$ cat src/rtl/dcache_ctrl.sv
// dcache_ctrl: direct-mapped write-back, write-allocate data cache for the MEM stage.
// Misses run an optional line write-back followed by a refill over a registered req/ack handshake.
module dcache_ctrl #(
    parameter int LINE_ADDR_LEN = 2,
    parameter int SET_ADDR_LEN  = 3
) (
    input  logic                                clk,
    input  logic                                CpuRst,
    input  logic [31:0]                         Addr,
    input  logic                                RdReq,
    input  logic                                WrReq,
    input  logic [3:0]                          WrByteEn,
    input  logic [31:0]                         WrData,
    input  logic                                StallM,
    output logic [31:0]                         RdData,
    output logic                                DCacheMiss,
    output logic                                MemReq,
    output logic                                MemWe,
    output logic [31:0]                         MemAddr,
    output logic [32*(2**LINE_ADDR_LEN)-1:0]    MemWrLine,
    input  logic [32*(2**LINE_ADDR_LEN)-1:0]    MemRdLine,
    input  logic                                MemAck,
    output logic [31:0]                         HitCount,
    output logic [31:0]                         MissCount
);
    localparam int TAG_ADDR_LEN = 30 - LINE_ADDR_LEN - SET_ADDR_LEN;
    localparam int SETS = 2 ** SET_ADDR_LEN;
    localparam int LINE_W = 32 * (2 ** LINE_ADDR_LEN);
    localparam logic [1:0] IDLE = 2'd0, WRITEBACK = 2'd1, REFILL = 2'd2;

    logic [LINE_ADDR_LEN-1:0] word_off;
    logic [SET_ADDR_LEN-1:0]  idx;
    logic [TAG_ADDR_LEN-1:0]  tag;
    logic                     unused_addr;
    logic                     req, hit;
    logic [LINE_W-1:0]        line;
    logic [31:0]              cur_word, merged_word;

    logic [1:0]               state_q, state_d;
    logic [SETS-1:0]          valid_q, valid_d, dirty_q, dirty_d;
    logic [TAG_ADDR_LEN-1:0]  tag_q [SETS];
    logic [TAG_ADDR_LEN-1:0]  tag_d [SETS];
    logic [LINE_W-1:0]        data_q [SETS];
    logic [LINE_W-1:0]        data_d [SETS];
    logic                     mem_req_q, mem_req_d, mem_we_q, mem_we_d;
    logic [31:0]              mem_addr_q, mem_addr_d;
    logic [LINE_W-1:0]        mem_wr_line_q, mem_wr_line_d;
    logic [31:0]              hit_count_q, hit_count_d, miss_count_q, miss_count_d;
    logic                     just_refilled_q, just_refilled_d;

    assign word_off    = Addr[LINE_ADDR_LEN+1:2];
    assign idx         = Addr[LINE_ADDR_LEN+SET_ADDR_LEN+1:LINE_ADDR_LEN+2];
    assign tag         = Addr[31:LINE_ADDR_LEN+SET_ADDR_LEN+2];
    assign unused_addr = ^Addr[1:0];
    assign req         = RdReq | WrReq;
    assign hit         = valid_q[idx] && (tag_q[idx] == tag);
    assign line        = data_q[idx];
    assign cur_word    = line[{word_off, 5'b0} +: 32];

    always_comb begin
        merged_word = cur_word;
        for (int b = 0; b < 4; b++)
            merged_word[b*8 +: 8] = WrByteEn[b] ? WrData[b*8 +: 8] : cur_word[b*8 +: 8];
    end

    always_comb begin
        state_d         = state_q;
        valid_d         = valid_q;
        dirty_d         = dirty_q;
        tag_d           = tag_q;
        data_d          = data_q;
        mem_req_d       = mem_req_q;
        mem_we_d        = mem_we_q;
        mem_addr_d      = mem_addr_q;
        mem_wr_line_d   = mem_wr_line_q;
        miss_count_d    = miss_count_q;
        just_refilled_d = 1'b0;
        // The first cycle after a refill is the replayed access, not a new hit.
        hit_count_d     = hit_count_q + 32'(state_q == IDLE && req && hit && !StallM && !just_refilled_q);
        case (state_q)
            IDLE: begin
                if (req && hit && WrReq) begin
                    data_d[idx][{word_off, 5'b0} +: 32] = merged_word;
                    dirty_d[idx] = 1'b1;
                end else if (req && !hit) begin
                    miss_count_d = miss_count_q + 32'd1;
                    mem_req_d    = 1'b1;
                    if (valid_q[idx] && dirty_q[idx]) begin
                        state_d       = WRITEBACK;
                        mem_we_d      = 1'b1;
                        mem_addr_d    = {tag_q[idx], idx, {(LINE_ADDR_LEN+2){1'b0}}};
                        mem_wr_line_d = line;
                    end else begin
                        state_d    = REFILL;
                        mem_we_d   = 1'b0;
                        mem_addr_d = {tag, idx, {(LINE_ADDR_LEN+2){1'b0}}};
                    end
                end
            end
            WRITEBACK: begin
                if (MemAck) begin
                    state_d    = REFILL;
                    mem_we_d   = 1'b0;
                    mem_addr_d = {tag, idx, {(LINE_ADDR_LEN+2){1'b0}}};
                end
            end
            REFILL: begin
                if (MemAck) begin
                    data_d[idx]     = MemRdLine;
                    valid_d[idx]    = 1'b1;
                    dirty_d[idx]    = 1'b0;
                    tag_d[idx]      = tag;
                    state_d         = IDLE;
                    mem_req_d       = 1'b0;
                    just_refilled_d = 1'b1;
                end
            end
            default: state_d = IDLE;
        endcase
    end

    always_ff @(posedge clk) begin
        if (CpuRst) begin
            state_q         <= IDLE;
            valid_q         <= '0;
            dirty_q         <= '0;
            mem_req_q       <= 1'b0;
            mem_we_q        <= 1'b0;
            mem_addr_q      <= '0;
            mem_wr_line_q   <= '0;
            hit_count_q     <= '0;
            miss_count_q    <= '0;
            just_refilled_q <= 1'b0;
        end else begin
            state_q         <= state_d;
            valid_q         <= valid_d;
            dirty_q         <= dirty_d;
            mem_req_q       <= mem_req_d;
            mem_we_q        <= mem_we_d;
            mem_addr_q      <= mem_addr_d;
            mem_wr_line_q   <= mem_wr_line_d;
            hit_count_q     <= hit_count_d;
            miss_count_q    <= miss_count_d;
            just_refilled_q <= just_refilled_d;
        end
    end

    always_ff @(posedge clk) begin
        tag_q  <= tag_d;
        data_q <= data_d;
    end

    assign RdData     = cur_word;
    assign DCacheMiss = (state_q != IDLE) || (req && !hit);
    assign MemReq     = mem_req_q;
    assign MemWe      = mem_we_q;
    assign MemAddr    = mem_addr_q;
    assign MemWrLine  = mem_wr_line_q;
    assign HitCount   = hit_count_q;
    assign MissCount  = miss_count_q;
endmodule

$ cat config.mk
export PLATFORM = sky130hd
export DESIGN_NAME = dcache_ctrl
export DESIGN_NICKNAME = d
export VERILOG_FILES = /design/src/rtl/dcache_ctrl.sv
export SDC_FILE = /design/constraint.sdc
export NUM_CORES = 2
export LEC_CHECK = 0
export BUFFER_PORTS_ARGS = -buffer_cell sky130_fd_sc_hd__buf_2
export CELL_PAD_IN_SITES_DETAIL_PLACEMENT = 1
export CELL_PAD_IN_SITES_GLOBAL_PLACEMENT = 1
export CORE_ASPECT_RATIO = 1.4
export CORE_MARGIN = 4
export CORE_UTILIZATION = 45
export DETAILED_ROUTE_END_ITERATION = 8
export PLACE_DENSITY = 0.75
export RECOVER_POWER = 50
export SKIP_LAST_GASP = 1
export SLEW_MARGIN = 30
export SYNTH_ARGS = -nofsm -noshare
export SYNTH_HDL_FRONTEND = slang
export SYNTH_SLANG_ARGS = --single-unit
$ cat constraint.sdc
create_clock -name clk -period 5.2 [get_ports clk]
set_input_delay 1.04 -clock clk [delete_from_list [all_inputs] [get_ports clk]]
set_output_delay 1.04 -clock clk [all_outputs]
set_load 0.05 [all_outputs]
Yosys cells after proc, flatten, opt, wreduce, memory -nomap -nowiden
Index checks and enable logic that the tools add are counted.
Operators by class
  divide/modulo/power cells: 0
  bitwise logic cells: 8
  reduce and logical (&&, ||, !) cells: 27
  shifts and indexed selects: 3
  $lt $le $gt $ge: 4
  $add $sub $neg: 3
  eq/ne operators: 8
  mux-type cells: 51
  multiply operators: 0
Operators by type and width (count)
  $bwmux W1024: 2
  $mux W1024: 2
  $pmux W1024 S2: 1
  $demux W128 S3: 2
  $mux W128: 4
  $bmux W128 S3: 1
  $bwmux W200: 1
  $mux W32: 4
  $shift A32 B9 Y128 const A: 1
  $shiftx A128 B8 Y32: 1
  $shiftx A32 B9 Y128: 1
  $bmux W25 S3: 1
  $demux W25 S3: 1
  $mux W25: 3
  $pmux W32 S2: 1
  $mux W8: 6
  $add A32 B1 Y32: 1
  $add A32 B1 Y32 const B: 1
  $eq A25 B25 Y1: 1
  $or A8 B8 Y8: 2
  $pmux W8 S2: 1
  $reduce_and A4 Y1: 4
  $logic_and A1 B1 Y1: 11
  $mux W1: 10
  other kinds (26): 41
Word-level totals
  latch bits: 0
  word-level logic and storage cells: 130
  memory bits (read-only): 0
  memories kept: 0
  bits in registers: 1469
  input bits: 202
  RAM bits: 0

Logic depth before layout (Yosys ltp)
  depth in word-level cells: 11
  depth in mapped cells: 20
  mapped depth without buffers: 16

Worst setup path after synthesis
Ideal clock, no wire load.
  kind: input to register
  start: in Addr[4]
  end: reg data_q[1000] in the netlist's numbering, enable pin
  library setup time: 0.432 ns
  slack: -0.258 ns
  data required time: 4.768 ns
  stages on the path: 13
  arrival: 5.026 ns
  buffers on the path: 5
  cell sequence: buf_6 > buf_4 > inv_1 > buf_2 > mux2i_2 > xnor2_1 > nor4_1 > nand4_1 > nor4_4 > buf_2 > buf_4 > nand3_1 > a21oi_1
On the way
  cells in the longest elaborated chain, start to end: 10
  elaborated cells on any way between the ends: 12
Ends and longest elaborated chain
  from (decl): RTL line 9  | input logic [31:0] Addr,
  $not A3 Y4 (implied by the code): RTL line 56  | assign hit = valid_q[idx] && (tag_q[idx] == tag);
  $bmux W25 S3: RTL line 56
  $mux W25 (implied by the code) (2 in series): RTL line 56
  $eq A25 B25 Y1: RTL line 56
  $logic_and A1 B1 Y1 (*): RTL line 56
  $logic_and A1 B1 Y1 (*) (2 in series): RTL line 82  | if (req && hit && WrReq) begin
  $ne A2 B1 Y1 (no line) (*)
  $reduce_and A3 Y1 (no line) (*)
  to (signal assigned): RTL line 150  | data_q <= data_d;
  to (decl): RTL line 43  | logic [LINE_W-1:0] data_q [SETS];
Every way passes the cells marked *; elsewhere a longest branch is shown, timed or not. The select of a mux whose other input is x is not followed.
A chain may end at the register's enable or synchronous reset.

==> key figures <==
Detailed routing
  • Drt pass-1 iters: 6
  • DRT antenna net count: 0
  • DR WL/cell: 36.6 microns
  • Via count: 52.2k
  • Post-Route WL: 284,000 microns
  • Drc violations: 0
  • Vias per cell: 6.74
  • Initial DRC Count: 7,101

Finish
  • Finished Layout Cells: 7,747
  • FILL cells: 14.5k
  • Ratio of cells with drive above 1 in the final layout: 0.195
  • Layout Area Growth over Synthesis: 18.7%
  • Final #Nets: 5,923
  • Post-layout util: 0.539

Setup path
  • Crit path kind: in2reg
  • Critical-path maximum fanout: 33
  • Slowest Stage Delay on Critical Path: 1.07 ns
  • Most common cell on crit path: buf_4
  • Crit. End Element: flop
  • Required @ worst endpoint: 5.79 ns
  • RR Endpoint: data_q[920]
  • Crit start category: input port
  • Slowest stage cell, crit path: clkbuf_1
  • Reg2Reg Setup Slack: 0.42 ns
  • Worst r2r path cells: 13
  • Cell family with most CP delay: buffers and inverters
  • CP cell instances: buf_8 > buf_4 > nor2b_4 > buf_6 > buf_4 > a221oi_1 > o21ai_0 > clkbuf_1 > mux4_2 > mux2_1 > clkbuf_1 > a22oi_1 > buf_4 > nor2_1
  • Reg2reg start: tag_q[75]
  • Arr. time, crit path: 5.91 ns
  • CP Buf/Inv Count: 7

Timing
  • Final-report max-slew violation count: 360
  • RSZ-0062 raised after global routing: no
  • Final period util: 1.02
  • Final Hold Violating Endpoints: 0
  • Least-Margin Pin Slew: 4.11 ns
  • Setup ws final: -0.121 ns
  • Max Fclk: 188 MHz
  • Tmin final: 5.32 ns
  • Final Skew: 0.0415 ns
  • Endpoints failing setup: 12
  • Rel. slew slack: -1.74

GRT
  • Global-route usage over all layers: 0.374
  • Initial antenna violation count: 32
  • Vias in the first global route: 52.0k
  • Grt ovf: 0
  • First-pass GRT wire length: 394,000 microns
  • Largest net degree at the start of global routing: 129

Placement
  • Dpl hpwl: 188,000 microns
  • # placed instances: 7,466
  • Port Buffers: 454
  • Routability cong.: 0.938

Worst hold path
  • Hold endpoint: MemAddr[11]
  • Hold/Removal Path Class: reg2reg
  • Worst hold path startpoint: MemAddr[11]
  • Hold Crit Depth: 2

Power and ir drop
  • Total power: 0.0266 W
  • Static leakage: 24.9 nW
  • Pwr per Cell Area: 350 nW/um^2
  • Max VDD drop: 368 uV

Logic synthesis
  • Most frequent cells after synthesis: edfxtp_1, nor2_1, clkbuf_1, a22oi_1, dfxtp_1
  • Library cells used by synthesis: 68
  • Synth area leaders: edfxtp_1, dfxtp_1, nor2_1, mux2_2, a22oi_1
  • Yosys warnings: 0
  • Synth Instances: 5,070
  • Cell taking the most area after synthesis: edfxtp_1
  • Fraction of the yosys area taken by sequential cells: 0.649
  • Yosys top cell area share: 0.574
  • Synth Register Bits: 1,465
  • Post-synth EDFFs: 1,224
  • Most used DFF post-synth: edfxtp_1
  • Synth Area per Inst: 12.6 sq um
  • Synth Cell Area: 64,100 sq um
  • Cell with the most instances after synthesis: edfxtp_1
  • Ys async rst share: 0

Floorplan
  • Initial Util: 0.454
  • FP Rows: 163
  • Die Footprint: 149,000 sq um
  • Die Y-Extent: 454 microns
  • Die X: 327 microns
  • Top Ports: 461
  • Core Region: 141,000 sq um

Run status
  • Failing checks: capacitance limit, slew limit, setup timing
  • Status: finished, violations left

CTS
  • Num Clock Sinks: 1,465
  • Cts hold-fix bufs: 0
  • CTS tree: done
  • Post-CTS setup repair buffer count: 0
  • Clk buf depth: 3
  • Clock Latency Late Sink: 0.82 ns
  • CTS H-tree depth: 4
  • Worst-path clk slew: 0.06 ns
  • TritonCTS buffer count: 142
  • Root Buffer: clkbuf_16

Flow run
  • Maxcap violations: 11
cells by family after synthesis:
| group | after synthesis | share of synthesized area |
|---|---|---|
| AOI/OAI and AO/OA | 982 | 0.118 |
| xor gates and xnor gates | 42 | 0.00574 |
| adders and majority gates | 8 | 0.00156 |
| buffers and inverters | 507 | 0.0352 |
| DFF | 1465 | 0.649 |
| muxes | 364 | 0.0761 |
| other | 1 | 0.0000585 |
| and+or+nand+nor | 1701 | 0.115 |
sequential cells by signal, indices dropped and copies added, names as in the netlist, named ones only:
| signal | count |
|---|---|
| MissCount | 32 |
| state_q | 2 |
| MemAddr | 28 |
| MemReq | 1 |
| MemWe | 1 |
| just_refilled_q | 1 |
| HitCount | 32 |
| valid_q | 8 |
| data_q | 1024 |
| MemWrLine | 128 |
| tag_q | 200 |
cell usage in the layout (no fill, tap or decap), types with 25 or more instances in the layout:
cell,synthesis,final
edfxtp_1,1224,1224
nor2_1,1150,1140
clkbuf_1,335,391
buf_4,18,282
a22oi_1,243,273
dfxtp_1,241,241
buf_2,63,185
a31oi_1,169,168
a221oi_1,160,159
clkbuf_16,0,146
nor3_1,148,145
mux2_2,173,141
nor4_1,128,125
buf_12,0,110
mux2i_1,104,104
mux4_2,79,79
o21ai_0,78,78
nand3_1,75,75
nand2_1,78,72
a21oi_1,72,45
mux2_1,5,37
a22o_1,28,28
diode_2,0,27
a21oi_4,0,27
clkinv_1,0,27
inv_1,27,26
clkbuf_2,0,25
per-stage QoR:
stage                     hold slack (ns)  setup TNS, ns  setup slack (ns)  cell area, sq um
after floorplan                     0.435        -225.69            -0.258             64100
after global placement              0.449         -0.225           -0.0821             72900
after detailed placement            0.463         -0.469            -0.136             72900
after CTS                           0.477              0            0.0295             77400
after global routing                0.500              0            0.0245             76000
final                               0.477         -0.752            -0.121             76000
layer usage:
layer,track usage,up-vias,part of all wire
li1,-,20700,-
met1,0.442,26200,0.33
met2,0.566,4126,0.45
met3,0.119,1115,0.13
met4,0.290,18,0.088
met5,0.00811,-,0.00087
worst reg2reg max path, stage by stage (launching register included):
cell      delay, ns
edfxtp_1       0.39
mux4_2         0.47
mux2i_1        0.27
xnor2_1        0.15
nor4_2         0.37
nand4_1        0.16
buf_4          0.19
buf_4          0.14
nor4_4         0.42
clkbuf_1       0.41
nand3_1        0.20
clkbuf_1       0.46
a21oi_1        0.49
buf_12         0.30
how the worst max path moves through the flow:
stage	startpoint	to	slack [ns]	cells after the start
after floorplan	Addr[4]	data_q[1000]	-0.26	13
after global placement	Addr[5]	HitCount[24]	-0.08	20
after detailed placement	Addr[5]	HitCount[24]	-0.14	20
after CTS	Addr[6]	RdData[26]	0.03	10
after global routing	Addr[5]	RdData[3]	0.02	11
final	Addr[6]	data_q[174]	-0.12	14
area by class of cell:
cell class	instances	area, sq um	area share
tap	1897	2370	0.0312
timing repair buffer	974	6870	0.0903
multi-input combinational	3101	20500	0.270
sequential	1465	41600	0.547
clock inverter	70	663	0.00872
antenna	27	67.6	0.000889
inverter	29	111	0.00146
clock buffer	184	3850	0.0506
power breakdown:
group / internal (W) / total, W / switching, W
registers: 0.0127 / 0.0128 / 0.0000674
logic: 0.000934 / 0.00345 / 0.00252
clock network: 0.00570 / 0.0103 / 0.00464
total: 0.0194 / 0.0266 / 0.00722
timing repair:
item / 4_1_cts / 5_1_grt
endpoints found under the hold margin: 0 / 0
endpoints found under the setup margin: 0 / 3
gates resized for setup: 0 / 3
No activity file was read; power rests on OpenSTA's default activity.
